### src/rtl/multu_hilo.sv
// Sequential shift-and-add unsigned multiplier that owns the HI/LO register pair.
// A product takes 32 add/shift iterations plus one write-back cycle. While it runs,
// HI/LO stay reserved. MTHI/MTLO writes are accepted only when no multiply is in flight.
module multu_hilo #(
  parameter int unsigned WIDTH = 32
) (
  input  logic             clk,
  input  logic             rst,
  input  logic             start,
  input  logic [WIDTH-1:0] dataA,
  input  logic [WIDTH-1:0] dataB,
  input  logic             hiWrite,
  input  logic             loWrite,
  input  logic [WIDTH-1:0] writeData,
  output logic [WIDTH-1:0] hi,
  output logic [WIDTH-1:0] lo,
  output logic             busy,
  output logic             done
);

  localparam int unsigned CW = $clog2(WIDTH) + 1;
  localparam logic [CW-1:0] LAST = CW'(WIDTH);

  typedef enum logic [1:0] {
    IDLE = 2'd0,
    RUN  = 2'd1,
    DONE = 2'd2
  } state_t;

  state_t               state;
  state_t               state_next;
  logic [2*WIDTH-1:0]   mcand;
  logic [WIDTH-1:0]     mplier;
  logic [2*WIDTH-1:0]   product;
  logic [CW-1:0]        counter;

  // State register
  always_ff @(posedge clk) begin
    if (rst) begin
      state <= IDLE;
    end else begin
      state <= state_next;
    end
  end

  // Next-state: RUN stays until all iterations are done and the write-back edge has occurred
  always_comb begin
    state_next = state;
    unique case (state)
      IDLE:    if (start) state_next = RUN;
      RUN:     if (counter == LAST) state_next = DONE;
      DONE:    state_next = IDLE;
      default: state_next = IDLE;
    endcase
  end

  // Status outputs decoded from the state
  always_comb begin
    busy = (state == RUN);
    done = (state == DONE);
  end

  // Datapath: operand latch, add/shift iterations, HI/LO write-back and MTHI/MTLO
  // The counter reaches WIDTH after the last iteration. The write-back then uses one
  // extra RUN edge, so the final sum is taken straight from the product register.
  always_ff @(posedge clk) begin
    if (rst) begin
      hi      <= '0;
      lo      <= '0;
      mcand   <= '0;
      mplier  <= '0;
      product <= '0;
      counter <= '0;
    end else begin
      unique case (state)
        IDLE: begin
          if (hiWrite) hi <= writeData;
          if (loWrite) lo <= writeData;
          if (start) begin
            mcand   <= {{WIDTH{1'b0}}, dataA};
            mplier  <= dataB;
            product <= '0;
            counter <= '0;
          end
        end
        RUN: begin
          if (counter != LAST) begin
            if (mplier[0]) product <= product + mcand;
            mcand   <= mcand << 1;
            mplier  <= mplier >> 1;
            counter <= counter + 1'b1;
          end else begin
            hi <= product[2*WIDTH-1:WIDTH];
            lo <= product[WIDTH-1:0];
          end
        end
        DONE: begin
          if (hiWrite) hi <= writeData;
          if (loWrite) lo <= writeData;
        end
        default: ;
      endcase
    end
  end

endmodule
### config.mk
export PLATFORM = sky130hd
export DESIGN_NAME = multu_hilo
export DESIGN_NICKNAME = d
export VERILOG_FILES = /design/src/rtl/multu_hilo.sv
export SDC_FILE = /design/constraint.sdc
export NUM_CORES = 1
export LEC_CHECK = 0
export BUFFER_PORTS_ARGS = -buffer_cell sky130_fd_sc_hd__buf_2
export CORE_ASPECT_RATIO = 2
export CORE_UTILIZATION = 55
export DETAILED_ROUTE_END_ITERATION = 12
export PLACE_DENSITY_LB_ADDON = 0.1
export SETUP_SLACK_MARGIN = 0.4
export SLEW_MARGIN = 20
export SYNTH_ARGS = -nofsm -noshare
export SYNTH_HDL_FRONTEND = slang
export SYNTH_SLANG_ARGS = --single-unit
### constraint.sdc
create_clock -name clk -period 5.42 [get_ports clk]
set_input_delay 1.084 -clock clk [delete_from_list [all_inputs] [get_ports clk]]
set_output_delay 1.084 -clock clk [all_outputs]
set_load 0.02 [all_outputs]
==> flow_summary.json, run 1 <==
{
  "via_count": 12000,
  "grt_max_degree": 119,
  "cp-endpoint": "busy",
  "rsz0062_at_grt": "false",
  "via_per_inst": 6.23,
  "htree_levels": 1,
  "grt_use_total_pct": 37.0,
  "netlist_instances": 1536,
  "multi_input_area_um2": 7340,
  "cts_made_buffers": 21,
  "coreArea_um2": 22200,
  "worst_pin_slew_ns": 1.03,
  "yosysSeqAreaShare_pct": 37.4,
  "dp_slack_ns": 1.78,
  "cp_slowest_cell": "dfxtp_4",
  "placed_area_um2": 13400,
  "place_congestion": 1.06,
  "post-route-util_pct": 63.7,
  "hold_class": "reg2reg",
  "relSlewSlack_pct": 31.0,
  "grt_pass1_vias": 11900,
  "dp.cells": 1885,
  "fp-row-count": 77,
  "r2r_slack_ns": 1.72,
  "path_cells": "buf_12, nand2b_2, buf_4, inv_2, buf_2",
  "cp.arrival_ns": 2.69,
  "drc": 0,
  "period_needed_ns": 3.77,
  "vdd_drop_max_mv": 0.337,
  "finalPower_mw": 4.10,
  "critPathTopFamily": "buffers and inverters",
  "ff_latch_area_um2": 4650,
  "cts-root-buf": "clkbuf_16",
  "fin_setup_tns_ns": 0,
  "whs_ns": 0.476,
  "ys_ff_latch": 232,
  "wl_per_cell_um": 22.0,
  "p_leak_nw": 6.08,
  "r2r_start": "mcand[0]",
  "startpoint": "state[0]",
  "numPortBuffers": 166,
  "fillers": 2049,
  "syn_to_final_growth_pct": 13.5,
  "hpwl_mm": 31.3,
  "maxCapViolCount": 0,
  "setup_viol": 0,
  "max_stage_delay_ns": 0.72,
  "critPathBufInv": 4,
  "fin_area_um2": 14100,
  "drtAntennaViolNets": 0,
  "instances_no_fill": 1923,
  "yosys.cell_types.count": 65,
  "synth.top_cells.by_count": "dfxtp_1 (232), nand2_1 (209), nor2_1 (176)",
  "floorplan.die_area_um2": 23200,
  "ys_warn_count": 0,
  "worstSkewPairLatency_ns": 0.53,
  "cts_max_path_buffers": 3,
  "grt_pass1_wl_mm": 65.2,
  "fp.dieH_um": 215,
  "syn_area_um2": 12400,
  "startpoint_type": "register",
  "hold_viol_final": 0,
  "end_kind": "output pin",
  "fmax_mhz": 265,
  "cts.sinks": 232,
  "fin_crit_sh_pct": 69.6,
  "cts_resized": 0,
  "synth_top_area_cell": "dfxtp_1",
  "required_ns": 4.34,
  "postCtsHoldBufs": 0,
  "n_antenna_cell": 0,
  "dr.pass1.iters": 6,
  "cp_max_fo": 65,
  "cts_tree": "built",
  "yosysTopAreaCellShare_pct": 37.4,
  "clock_skew_ns": 0.0105,
  "ioPinCount": 167,
  "final_net_count": 1800,
  "grt_remaining_overflow": 0,
  "syn_avg_cell_area_um2": 8.09,
  "syn_nets": 1703,
  "drv_slew": 0,
  "routed_wl_mm": 42.3,
  "drt_iter0_markers": 832,
  "synth_top_flop_cell": "dfxtp_1",
  "start_util_pct": 56.1,
  "die-width_um": 108,
  "final.setup.worst_slack_ns": 1.65,
  "critPathKind": "reg2out",
  "antenna_found_initial": 2,
  "synth-edff-count": 0,
  "outcome": "finished, final reports clean",
  "r2r-end": "product[54]",
  "power_density_nw_per_um2": 290,
  "cts_setup_buffers": 0,
  "rr_worst_depth": 14,
  "synth_area_leaders": "dfxtp_1 (37%), a21oi_1 (6.7%), ha_1 (6.5%)",
  "synth-async-reset-ratio_pct": 0,
  "clkTransAtPathRegs_ns": 0.06,
  "drive_gt1_share_pct": 15.0,
  "yosysMostFrequentCell": "dfxtp_1",
  "cp_num_cells": 5
}
power breakdown:
group          leakage (nW)  internal, mW  switching, mW
Clock                 0.357         0.907          0.679
Sequential             1.90          1.80         0.0791
Combinational          3.83         0.208          0.421
Total                  6.08          2.92           1.18
cells in the final DEF (no fill, tap or decap), types with 3 or more instances in the layout:
| cell | Yosys | final |
|---|---|---|
| o211ai_1 | 3 | 3 |
| or3_1 | 8 | 8 |
| a311oi_1 | 62 | 62 |
| nor2_1 | 176 | 173 |
| a22o_1 | 64 | 64 |
| o31ai_1 | 6 | 6 |
| inv_1 | 22 | 21 |
| nand4_1 | 15 | 15 |
| a21oi_2 | 4 | 4 |
| o21ai_0 | 37 | 37 |
| a221oi_1 | 3 | 3 |
| nand2b_1 | 10 | 9 |
| clkbuf_16 | 0 | 22 |
| xnor2_1 | 33 | 33 |
| a21oi_1 | 167 | 167 |
| o21ai_1 | 11 | 9 |
| buf_4 | 0 | 11 |
| ha_1 | 65 | 65 |
| and3_1 | 6 | 6 |
| dfxtp_1 | 232 | 231 |
| buf_2 | 2 | 165 |
| and2_1 | 8 | 8 |
| clkbuf_8 | 0 | 5 |
| xor2_1 | 24 | 24 |
| o21a_1 | 5 | 5 |
| nor2b_1 | 37 | 37 |
| nor4_1 | 3 | 3 |
| nor3_1 | 10 | 9 |
| clkinv_2 | 0 | 3 |
| a31oi_1 | 8 | 8 |
| a21o_1 | 36 | 36 |
| nand3_1 | 42 | 42 |
| nand2_1 | 209 | 208 |
| a211oi_1 | 70 | 70 |
| o21bai_1 | 13 | 13 |
routing by layer:
| layer | routed length, um | up-vias | global-route usage, % |
|---|---|---|---|
| met5 | 23 | - | 0 |
| met4 | 4430 | 4 | 33.8 |
| met3 | 2540 | 183 | 7.72 |
| met2 | 21000 | 427 | 63.2 |
| met1 | 14300 | 5587 | 36.3 |
| li1 | - | 5775 | - |
area by class of cell:
| type | count | share of cell area [%] |
|---|---|---|
| Timing Repair Buffer | 179 | 6.80 |
| Tap cell | 276 | 2.45 |
| Inverter | 22 | 0.585 |
| Sequential cell | 232 | 32.9 |
| Clock inverter | 9 | 0.763 |
| Multi-Input combinational cell | 1177 | 52.0 |
| Clock buffer | 28 | 4.42 |
worst register-to-register path, delay by kind of cell, from the launching register on:
family / cells / cell delay, ns
AO/OA/AOI/OAI: 9 / 2.26
XOR/XNOR: 1 / 0.16
adder cells (fa/ha/maj): 2 / 0.57
buffers and inverters: 1 / 0.06
flip-flops: 1 / 0.36
AND/OR/NAND/NOR: 1 / 0.19
worst min path at each step:
stage / endpoint / cells past startpoint / start / slack [ns]
3_3_place_gp: mplier[10] / 2 / mplier[11] / 0.46
3_5_place_dp: mplier[31] / 2 / mplier[31] / 0.47
6_report: mplier[20] / 2 / mplier[21] / 0.48
5_1_grt: mplier[29] / 2 / mplier[30] / 0.50
2_1_floorplan: mplier[31] / 2 / mplier[31] / 0.45
4_1_cts: mplier[31] / 2 / mplier[31] / 0.48
flip-flops by register name, indices dropped and copies added, names as in the netlist:
signal	flops
state	2
mplier	32
lo	32
mcand	64
counter	6
hi	32
product	64
logic make-up after synthesis:
group | Yosys count | synth area share, %
buf+inv | 127 | 4.04
mux | 1 | 0.0805
flops | 232 | 37.4
fa+ha+maj | 66 | 6.70
xor+xnor | 57 | 4.02
compound gates | 516 | 28.8
simple gates | 537 | 19.0
(Power assumes the default switching activity.)
==> run 2, diff against run 1 <==
Clock period 5.42 ns to 3.8 ns, I/O delays scaled along.
==> run 2 against run 1 <==
Sequential share of layout area fell by 0.47 points. Routed wire length rose by 0.34%. First-iteration DRC count shrank 17%. Sequential power up 43%. Power increased by 43%. Critical path depth up 5. Highest routed layer is now met4.
==> flow_summary.json, run 2 (same netlist as run 1, synthesis figures left out) <==
{
  "drtAntennaViolNets": 0,
  "cts.sinks": 232,
  "drv_slew": 0,
  "routed_wl_mm": 42.4,
  "coreArea_um2": 22200,
  "wl_per_cell_um": 21.8,
  "worstSkewPairLatency_ns": 0.54,
  "relSlewSlack_pct": 52.3,
  "dp_slack_ns": 0.271,
  "final.setup.worst_slack_ns": 0.478,
  "cp_max_fo": 7,
  "top_regs": "mcand x64, product x64",
  "outcome": "finished, final reports clean",
  "fin_area_um2": 14300,
  "syn_to_final_growth_pct": 15.4,
  "fillers": 2003,
  "multi_input_area_um2": 7430,
  "layout_common_cells": "dfxtp_1 (223), nand2_1 (208), nor2_1 (173)",
  "via_per_inst": 6.15,
  "place_congestion": 1.01,
  "final_common_cell": "dfxtp_1",
  "ioPinCount": 167,
  "ff_latch_area_um2": 4660,
  "drt_iter0_markers": 688,
  "hpwl_mm": 31.1,
  "placed_area_um2": 13400,
  "grt_pass1_vias": 11700,
  "final_net_count": 1820,
  "hold_class": "in2reg",
  "grt_use_total_pct": 36.6,
  "dr.pass1.iters": 6,
  "htree_levels": 1,
  "vdd_drop_max_mv": 0.450,
  "grt_use_met1_pct": 34.4,
  "clkTransAtPathRegs_ns": 0.07,
  "end_kind": "register",
  "startpoint_type": "register",
  "power_density_nw_per_um2": 407,
  "cts_made_buffers": 22,
  "rsz0062_at_grt": "true",
  "fp.dieH_um": 215,
  "critPathKind": "reg2reg",
  "p_leak_nw": 6.17,
  "via_count": 12000,
  "finalPower_mw": 5.84,
  "start_util_pct": 56.1,
  "period_needed_ns": 3.32,
  "grt_remaining_overflow": 0,
  "clock_skew_ns": 0.0153,
  "numPortBuffers": 166,
  "top_usage_layer": "met2",
  "fp-row-count": 77,
  "fmax_mhz": 301,
  "drc": 0,
  "grt_pass1_wl_mm": 64.0,
  "grt.met2_usage_pct": 62.9,
  "required_ns": 4.23,
  "die-width_um": 108,
  "worst_pin_slew_ns": 0.708,
  "fin_setup_tns_ns": 0,
  "cts_tree": "built",
  "antenna_found_initial": 1,
  "cts_max_path_buffers": 3,
  "hold_viol_final": 0,
  "grt_max_degree": 107,
  "fin_crit_sh_pct": 87.4,
  "maxCapViolCount": 0,
  "drive_gt1_share_pct": 17.7,
  "floorplan.die_area_um2": 23200,
  "cts-root-buf": "clkbuf_16",
  "setup_viol": 0,
  "cp.arrival_ns": 3.76,
  "grtUsageMet3_pct": 8.27
}
[run 2: changes by cell type in the layout (fill, tap and decap cells not counted), moves of 4 or more]
| cell | delta |
|---|---|
| ha_2 | +8 |
| ha_1 | -8 |
| a21oi_1 | -4 |
| buf_4 | +21 |
| clkinv_2 | +4 |
| dfxtp_1 | -8 |
| dfxtp_2 | +8 |
[run 2: routing by layer]
metal | routed length, um | up-vias | part of all wire, %
met1 | 14100 | 5557 | 33
met3 | 2570 | 198 | 6.1
met2 | 21100 | 417 | 50
li1 | - | 5804 | -
met5 | 0 | - | 0
met4 | 4630 | 0 | 11
[run 2: worst max-delay path, cell delays in order (launching register included)]
cell	delay, ns
dfxtp_1	0.63
ha_1	0.42
a21o_1	0.20
a21o_1	0.17
a21oi_1	0.21
o21ai_0	0.15
a41o_4	0.29
o31ai_4	0.34
nor4_2	0.08
or4_1	0.49
a32o_1	0.26
[run 2: layout make-up]
class	count	share of cell area (%)
clock buffer	25	4.06
timing repair buffer	198	7.57
clock inverter	15	1.06
antenna	1	0.0174
inverter	22	0.576
sequential	232	32.5
tap	276	2.41
multi-input combinational	1177	51.8
[run 2: timing repair]
item	4_1_cts	5_1_grt
gates resized for setup	4	26
setup buffers	1	7
pin swaps	2	11
endpoints found under the setup margin	7	24
hold buffers	0	0
[run 2: stage by stage]
stage | hold slack, ns | instances | utilization, %
6_report | 0.464 | 1946 | 64.7
5_1_grt | 0.467 | 1946 | 64.7
4_1_cts | 0.444 | 1938 | 64.1
3_5_place_dp | 0.471 | 1897 | 60.6
3_3_place_gp | 0.461 | 1897 | 60.6
2_1_floorplan | 0.448 | 1536 | -
[run 2: report_power, final]
part | switching (mW) | internal (mW) | leakage (nW)
Combinational | 0.583 | 0.300 | 3.91
Clock | 1.02 | 1.25 | 0.362
Sequential | 0.110 | 2.57 | 1.90
Total | 1.72 | 4.12 | 6.17
[run 2: path summary, 6_finish.rpt]
kind	start	to	slack, ns	cells after the start
worst min register to register	mplier[21]	mplier[20]	0.48	2
worst min-delay path	dataA[0]	mcand[0]	0.46	3
worst max register to register	product[29]	product[56]	0.48	10
worst max-delay path	product[29]	product[56]	0.48	10
